**src/rtl/hamming74_pkg.sv**
```systemverilog
// Shared constants and FSM state type for the (7,4) cyclic Hamming encoder.
package hamming74_pkg;
  localparam int N = 7;
  localparam int K = 4;
  localparam int R = 3;
  // g(x) = x^3 + x + 1, MSB is the x^3 term
  localparam logic [3:0] GEN_POLY = 4'b1011;

  typedef enum logic [1:0] {
    IDLE = 2'd0,
    MSG  = 2'd1,
    PAR  = 2'd2
  } state_e;
endpackage

```
**src/rtl/hamming74_lfsr.sv**
```systemverilog
// 3-bit polynomial divider: shift_in_en divides by g(x), shift_out_en drains the remainder MSB-first.
// State changes one cycle after an enable; clr has priority over both shifts.
module hamming74_lfsr
  import hamming74_pkg::*;
(
  input  logic clk,
  input  logic rst_n,
  input  logic clr,
  input  logic shift_in_en,
  input  logic shift_out_en,
  input  logic din,
  output logic dout
);

  logic [R-1:0] r_q, r_d;
  logic         fb;

  always_comb begin
    fb  = din ^ r_q[R-1];
    r_d = r_q;
    if (clr) begin
      r_d = '0;
    end else if (shift_in_en) begin
      // Feedback taps come from the low generator coefficients.
      r_d = {r_q[R-2:0], 1'b0} ^ ({R{fb}} & GEN_POLY[R-1:0]);
    end else if (shift_out_en) begin
      r_d = {r_q[R-2:0], 1'b0};
    end
  end

  always_ff @(posedge clk or negedge rst_n) begin
    if (!rst_n) r_q <= '0;
    else        r_q <= r_d;
  end

  assign dout = r_q[R-1];

endmodule

```
**src/rtl/hamming74_serial_encoder.sv**
```systemverilog
// Serial systematic (7,4) Hamming encoder: message bits out 1 cycle after acceptance, parity follows m0 directly.
// in_ready drops for the 3 parity cycles; HAMMING_ERR_INJ_EN adds err_inject/err_pos single-bit corruption.
module hamming74_serial_encoder
  import hamming74_pkg::*;
(
  input  logic       clk,
  input  logic       rst_n,
  input  logic       data_in,
  input  logic       in_valid,
`ifdef HAMMING_ERR_INJ_EN
  input  logic       err_inject,
  input  logic [2:0] err_pos,
`endif
  output logic       in_ready,
  output logic       data_out,
  output logic       out_valid,
  output logic       frame_start
);

  state_e     state_q, state_d;
  logic [1:0] cnt_q, cnt_d;
  logic       dout_q, dout_d;
  logic       vld_q, vld_d;
  logic       fs_q, fs_d;
  logic       accept;
  logic       lfsr_clr, lfsr_in, lfsr_out, par_bit;
  logic       flip;

  assign in_ready = (state_q != PAR);
  assign accept   = in_valid && in_ready;

`ifdef HAMMING_ERR_INJ_EN
  logic [2:0] epos_q, epos_d, epos_sel, out_pos;

  // The frame's first bit uses err_pos directly; later bits use the latched copy.
  assign epos_sel = (state_q == IDLE) ? (err_inject ? err_pos : 3'd0) : epos_q;
  assign epos_d   = (state_q == IDLE && accept) ? epos_sel : epos_q;

  // out_pos is the codeword index + 1 of the bit being emitted (7 = c6).
  always_comb begin
    out_pos = 3'd7;
    case (state_q)
      MSG:     out_pos = 3'd7 - {1'b0, cnt_q};
      PAR:     out_pos = 3'd3 - {1'b0, cnt_q};
      default: out_pos = 3'd7;
    endcase
  end

  assign flip = vld_d && (epos_sel != 3'd0) && (epos_sel == out_pos);

  always_ff @(posedge clk or negedge rst_n) begin
    if (!rst_n) epos_q <= 3'd0;
    else        epos_q <= epos_d;
  end
`else
  assign flip = 1'b0;
`endif

  always_comb begin
    state_d  = state_q;
    cnt_d    = cnt_q;
    dout_d   = dout_q;
    vld_d    = 1'b0;
    fs_d     = 1'b0;
    lfsr_clr = 1'b0;
    lfsr_in  = 1'b0;
    lfsr_out = 1'b0;
    case (state_q)
      IDLE: begin
        if (accept) begin
          lfsr_in = 1'b1;
          dout_d  = data_in;
          vld_d   = 1'b1;
          fs_d    = 1'b1;
          cnt_d   = 2'd1;
          state_d = MSG;
        end
      end
      MSG: begin
        if (accept) begin
          lfsr_in = 1'b1;
          dout_d  = data_in;
          vld_d   = 1'b1;
          if (cnt_q == 2'd3) begin
            cnt_d   = 2'd0;
            state_d = PAR;
          end else begin
            cnt_d = cnt_q + 2'd1;
          end
        end
      end
      PAR: begin
        lfsr_out = 1'b1;
        dout_d   = par_bit;
        vld_d    = 1'b1;
        if (cnt_q == 2'd2) begin
          cnt_d    = 2'd0;
          lfsr_clr = 1'b1;
          state_d  = IDLE;
        end else begin
          cnt_d = cnt_q + 2'd1;
        end
      end
      default: begin
        cnt_d    = 2'd0;
        lfsr_clr = 1'b1;
        state_d  = IDLE;
      end
    endcase
  end

  always_ff @(posedge clk or negedge rst_n) begin
    if (!rst_n) begin
      state_q <= IDLE;
      cnt_q   <= 2'd0;
      dout_q  <= 1'b0;
      vld_q   <= 1'b0;
      fs_q    <= 1'b0;
    end else begin
      state_q <= state_d;
      cnt_q   <= cnt_d;
      dout_q  <= dout_d ^ flip;
      vld_q   <= vld_d;
      fs_q    <= fs_d;
    end
  end

  hamming74_lfsr u_lfsr (
    .clk          (clk),
    .rst_n        (rst_n),
    .clr          (lfsr_clr),
    .shift_in_en  (lfsr_in),
    .shift_out_en (lfsr_out),
    .din          (data_in),
    .dout         (par_bit)
  );

  assign data_out    = dout_q;
  assign out_valid   = vld_q;
  assign frame_start = fs_q;

endmodule

```
**config.mk**
```make
export PLATFORM = sky130hd
export DESIGN_NAME = hamming74_serial_encoder
export DESIGN_NICKNAME = d
export VERILOG_FILES = /design/src/rtl/hamming74_pkg.sv /design/src/rtl/hamming74_lfsr.sv /design/src/rtl/hamming74_serial_encoder.sv
export SDC_FILE = /design/constraint.sdc
export NUM_CORES = 1
export LEC_CHECK = 0
export BUFFER_PORTS_ARGS = -buffer_cell sky130_fd_sc_hd__buf_4
export CAP_MARGIN = 20
export CORE_AREA = 3 3 40 42
export DETAILED_ROUTE_END_ITERATION = 8
export DIE_AREA = 0 0 43 45
export GPL_ROUTABILITY_DRIVEN = 0
export MAX_ROUTING_LAYER = met4
export PLACE_DENSITY = 0.58
export SYNTH_ARGS = -nofsm -noshare
export SYNTH_HDL_FRONTEND = slang
export SYNTH_SLANG_ARGS = --single-unit
```
**constraint.sdc**
```tcl
create_clock -name clk -period 1.9 [get_ports clk]
set_clock_uncertainty 0.2 [all_clocks]
set_input_delay 0.285 -clock clk [delete_from_list [all_inputs] [get_ports clk]]
set_output_delay 0.285 -clock clk [all_outputs]
set_load 0.02 [all_outputs]
```
==> impl_metrics.json <==
{
  "wire_per_inst_microns": 14.4,
  "crit_type": "reg2out",
  "cts-root-buf": "clkbuf_4",
  "leakagePower_nw": 0.324,
  "relSlewSlack_pct": 68.4,
  "total_power_mw": 0.931,
  "hold_viol_final": 0,
  "cts.repair.resized": 0,
  "cp_cell_sequence": "nand2b_1 -> buf_4",
  "cts.path.max_buffers": 2,
  "antenna_cells": 0,
  "critPathTopFamily": "flip-flops",
  "ioPinCount": 8,
  "die_x_microns": 43,
  "min_path_type": "in2reg",
  "ys_seq_elements": 10,
  "seq_area_sq_um": 250,
  "dp_hpwl_microns": 737,
  "multi_input_area_sq_um": 288,
  "max_cap_violations": 0,
  "cp_slowest_cell": "dfrtp_1",
  "period_minus_slack_ns": 1.70,
  "clk_latency_ns": 0.26,
  "fin_area_sq_um": 663,
  "portBuffers": 7,
  "synth_nets": 56,
  "vias_per_cell": 5.67,
  "core_area_sq_um": 1280,
  "fmax_mhz": 589,
  "ys_dominant_reg_cell": "dfrtp_1",
  "whs_endpoint": "state_q[0]$_DFFE_PN0P_",
  "grt_pass1_vias": 382,
  "rows": 13,
  "r2r_end": "cnt_q[0]$_DFFE_PN0P_",
  "worst-path-max-fanout": 16,
  "grt-ovfl-total": 0,
  "layout-drive-gt1-share_pct": 21.1,
  "dpl_cell_area_sq_um": 617,
  "cts_max_level": 1,
  "grtUsageTotal_pct": 12.2,
  "slew_viol_final": 0,
  "outcome": "finished, final reports clean",
  "vdd_ir_drop_max_mv": 0.583,
  "required_ns": 1.41,
  "finalCritPeriodShare_pct": 89.4,
  "critPathBufInv": 1,
  "rsz0062_at_grt": "false",
  "route.vias.total": 408,
  "endpoint_kind": "output pin",
  "path_depth": 2,
  "yosysUniqueCellTypes": 26,
  "hp-start": "in_valid",
  "yosys_warnings": 0,
  "drtAntennaViolNets": 0,
  "syn_area_sq_um": 569,
  "netlist.area_leader.share_pct": 44.0,
  "yosys.area.top_type": "dfrtp_1",
  "worst_path_largest_cell_delay_ns": 0.64,
  "cts.clk_slew.worst_paths_ns": 0.07,
  "rrSetupSlack_ns": 0.31,
  "whs_ns": 0.115,
  "crit_arrival_ns": 1.21,
  "start_kind": "flop",
  "synth-edff-count": 0,
  "grt_max_degree": 17,
  "post-route-drc-count": 0,
  "drt_iter0_drc": 7,
  "start_util_pct": 44.3,
  "firstDrtPassIters": 4,
  "yosys-top-cells-area": "dfrtp_1, ha_1, mux2i_1",
  "avgSynthCellArea_sq_um": 11.9,
  "cts_buffers": 3,
  "ff2ff_path_depth": 3,
  "dieArea_sq_um": 1940,
  "fin_nets": 66,
  "synthCells": 48,
  "synthArstFlopShare_pct": 100,
  "tns_ns": 0,
  "setup_viol": 0,
  "nFillCells": 118,
  "antenna_found_initial": 0,
  "routed_wirelength_mm": 1.04,
  "hold_depth": 2,
  "r2r-start": "cnt_q[0]$_DFFE_PN0P_",
  "cts_tree": "yes",
  "synth-seq-area-share_pct": 44.0,
  "tightest_slew_ns": 0.474,
  "cts.sinks": 10,
  "grt_pass1_wl_mm": 1.68,
  "cts_setup_buffers": 0,
  "die_h_microns": 45,
  "ctsHoldBuffers": 1,
  "synthToLayoutAreaGrowth_pct": 16.5,
  "powerDensity_nw_per_um2": 1400
}
[routing by layer]
layer | GRT usage (%) | wire (microns) | vias up | share of wire [%]
li1 | - | - | 195 | -
met1 | 14.4 | 472 | 198 | 45
met2 | 18.6 | 498 | 13 | 48
met3 | 3.98 | 64 | 2 | 6.2
met4 | 6.63 | 4 | 0 | 0.38
met5 | - | 0 | - | 0
[cell families after synthesis]
kind of cell	after synthesis	synth area share [%]
fa+ha+maj	4	8.79
compound gates	8	11.7
mux	5	8.79
xor+xnor	2	5.71
simple gates	14	15.6
buf+inv	5	5.49
flops	10	44.0
[cell type report]
type | instances | share of cell area, %
timing repair buffer | 8 | 9.43
sequential | 10 | 37.7
clock buffer | 4 | 5.47
tap | 15 | 2.83
inverter | 2 | 1.13
multi-input combinational | 33 | 43.4
[synth_stat cells, types with 2 or more instances]
| cell | n |
|---|---|
| ha_1 | 4 |
| inv_1 | 2 |
| nand2_1 | 2 |
| mux2i_1 | 5 |
| dfrtp_1 | 10 |
| nand2b_1 | 2 |
| nor2_1 | 4 |
[cells in the final DEF, fill, tap and decap left out, drive strengths merged]
cell type	count
o21bai	1
nor2	4
inv	2
dfrtp	10
xor3	1
clkbuf	4
a221o	1
ha	4
dlygate4sd3	1
nand2	2
mux2i	5
a211oi	1
nor4bb	1
and3b	1
a32o	1
xnor2	1
o32ai	1
and4b	1
a31oi	1
a211o	1
or4b	1
or3b	1
o211ai	1
nand2b	2
buf	7
nor2b	1
[power by group]
group          switching (mW)  internal (mW)  leakage [nW]  total, mW
Combinational           0.138          0.195         0.181      0.333
Clock                  0.0765          0.116        0.0210      0.193
Sequential              0.111          0.294         0.122      0.406
[worst max-delay path by stage]
stage | startpoint | endpoint | slack [ns]
final | state_q[1]$_DFFE_PN0P_ | in_ready | 0.20
after CTS | state_q[1]$_DFFE_PN0P_ | in_ready | 0.19
after detailed placement | cnt_q[0]$_DFFE_PN0P_ | cnt_q[0]$_DFFE_PN0P_ | 0.33
after global placement | cnt_q[0]$_DFFE_PN0P_ | cnt_q[0]$_DFFE_PN0P_ | 0.39
after floorplan | cnt_q[0]$_DFFE_PN0P_ | cnt_q[0]$_DFFE_PN0P_ | 0.42
after global routing | state_q[1]$_DFFE_PN0P_ | in_ready | 0.10
[flip-flops by register name, indices dropped and copies added (netlist names)]
signal / flops
cnt_q: 2
data_out: 1
frame_start: 1
out_valid: 1
state_q: 2
u_lfsr.r_q: 3
[stage by stage]
| step | setup WS (ns) | cells | utilization (%) |
|---|---|---|---|
| 2_1_floorplan | 0.422 | 48 | - |
| 3_3_place_gp | 0.392 | 67 | 48.0 |
| 3_5_place_dp | 0.326 | 67 | 48.0 |
| 4_1_cts | 0.186 | 72 | 51.6 |
| 5_1_grt | 0.100 | 72 | 51.6 |
| 6_report | 0.202 | 72 | 51.6 |
Power figures use the tool's default switching activity.
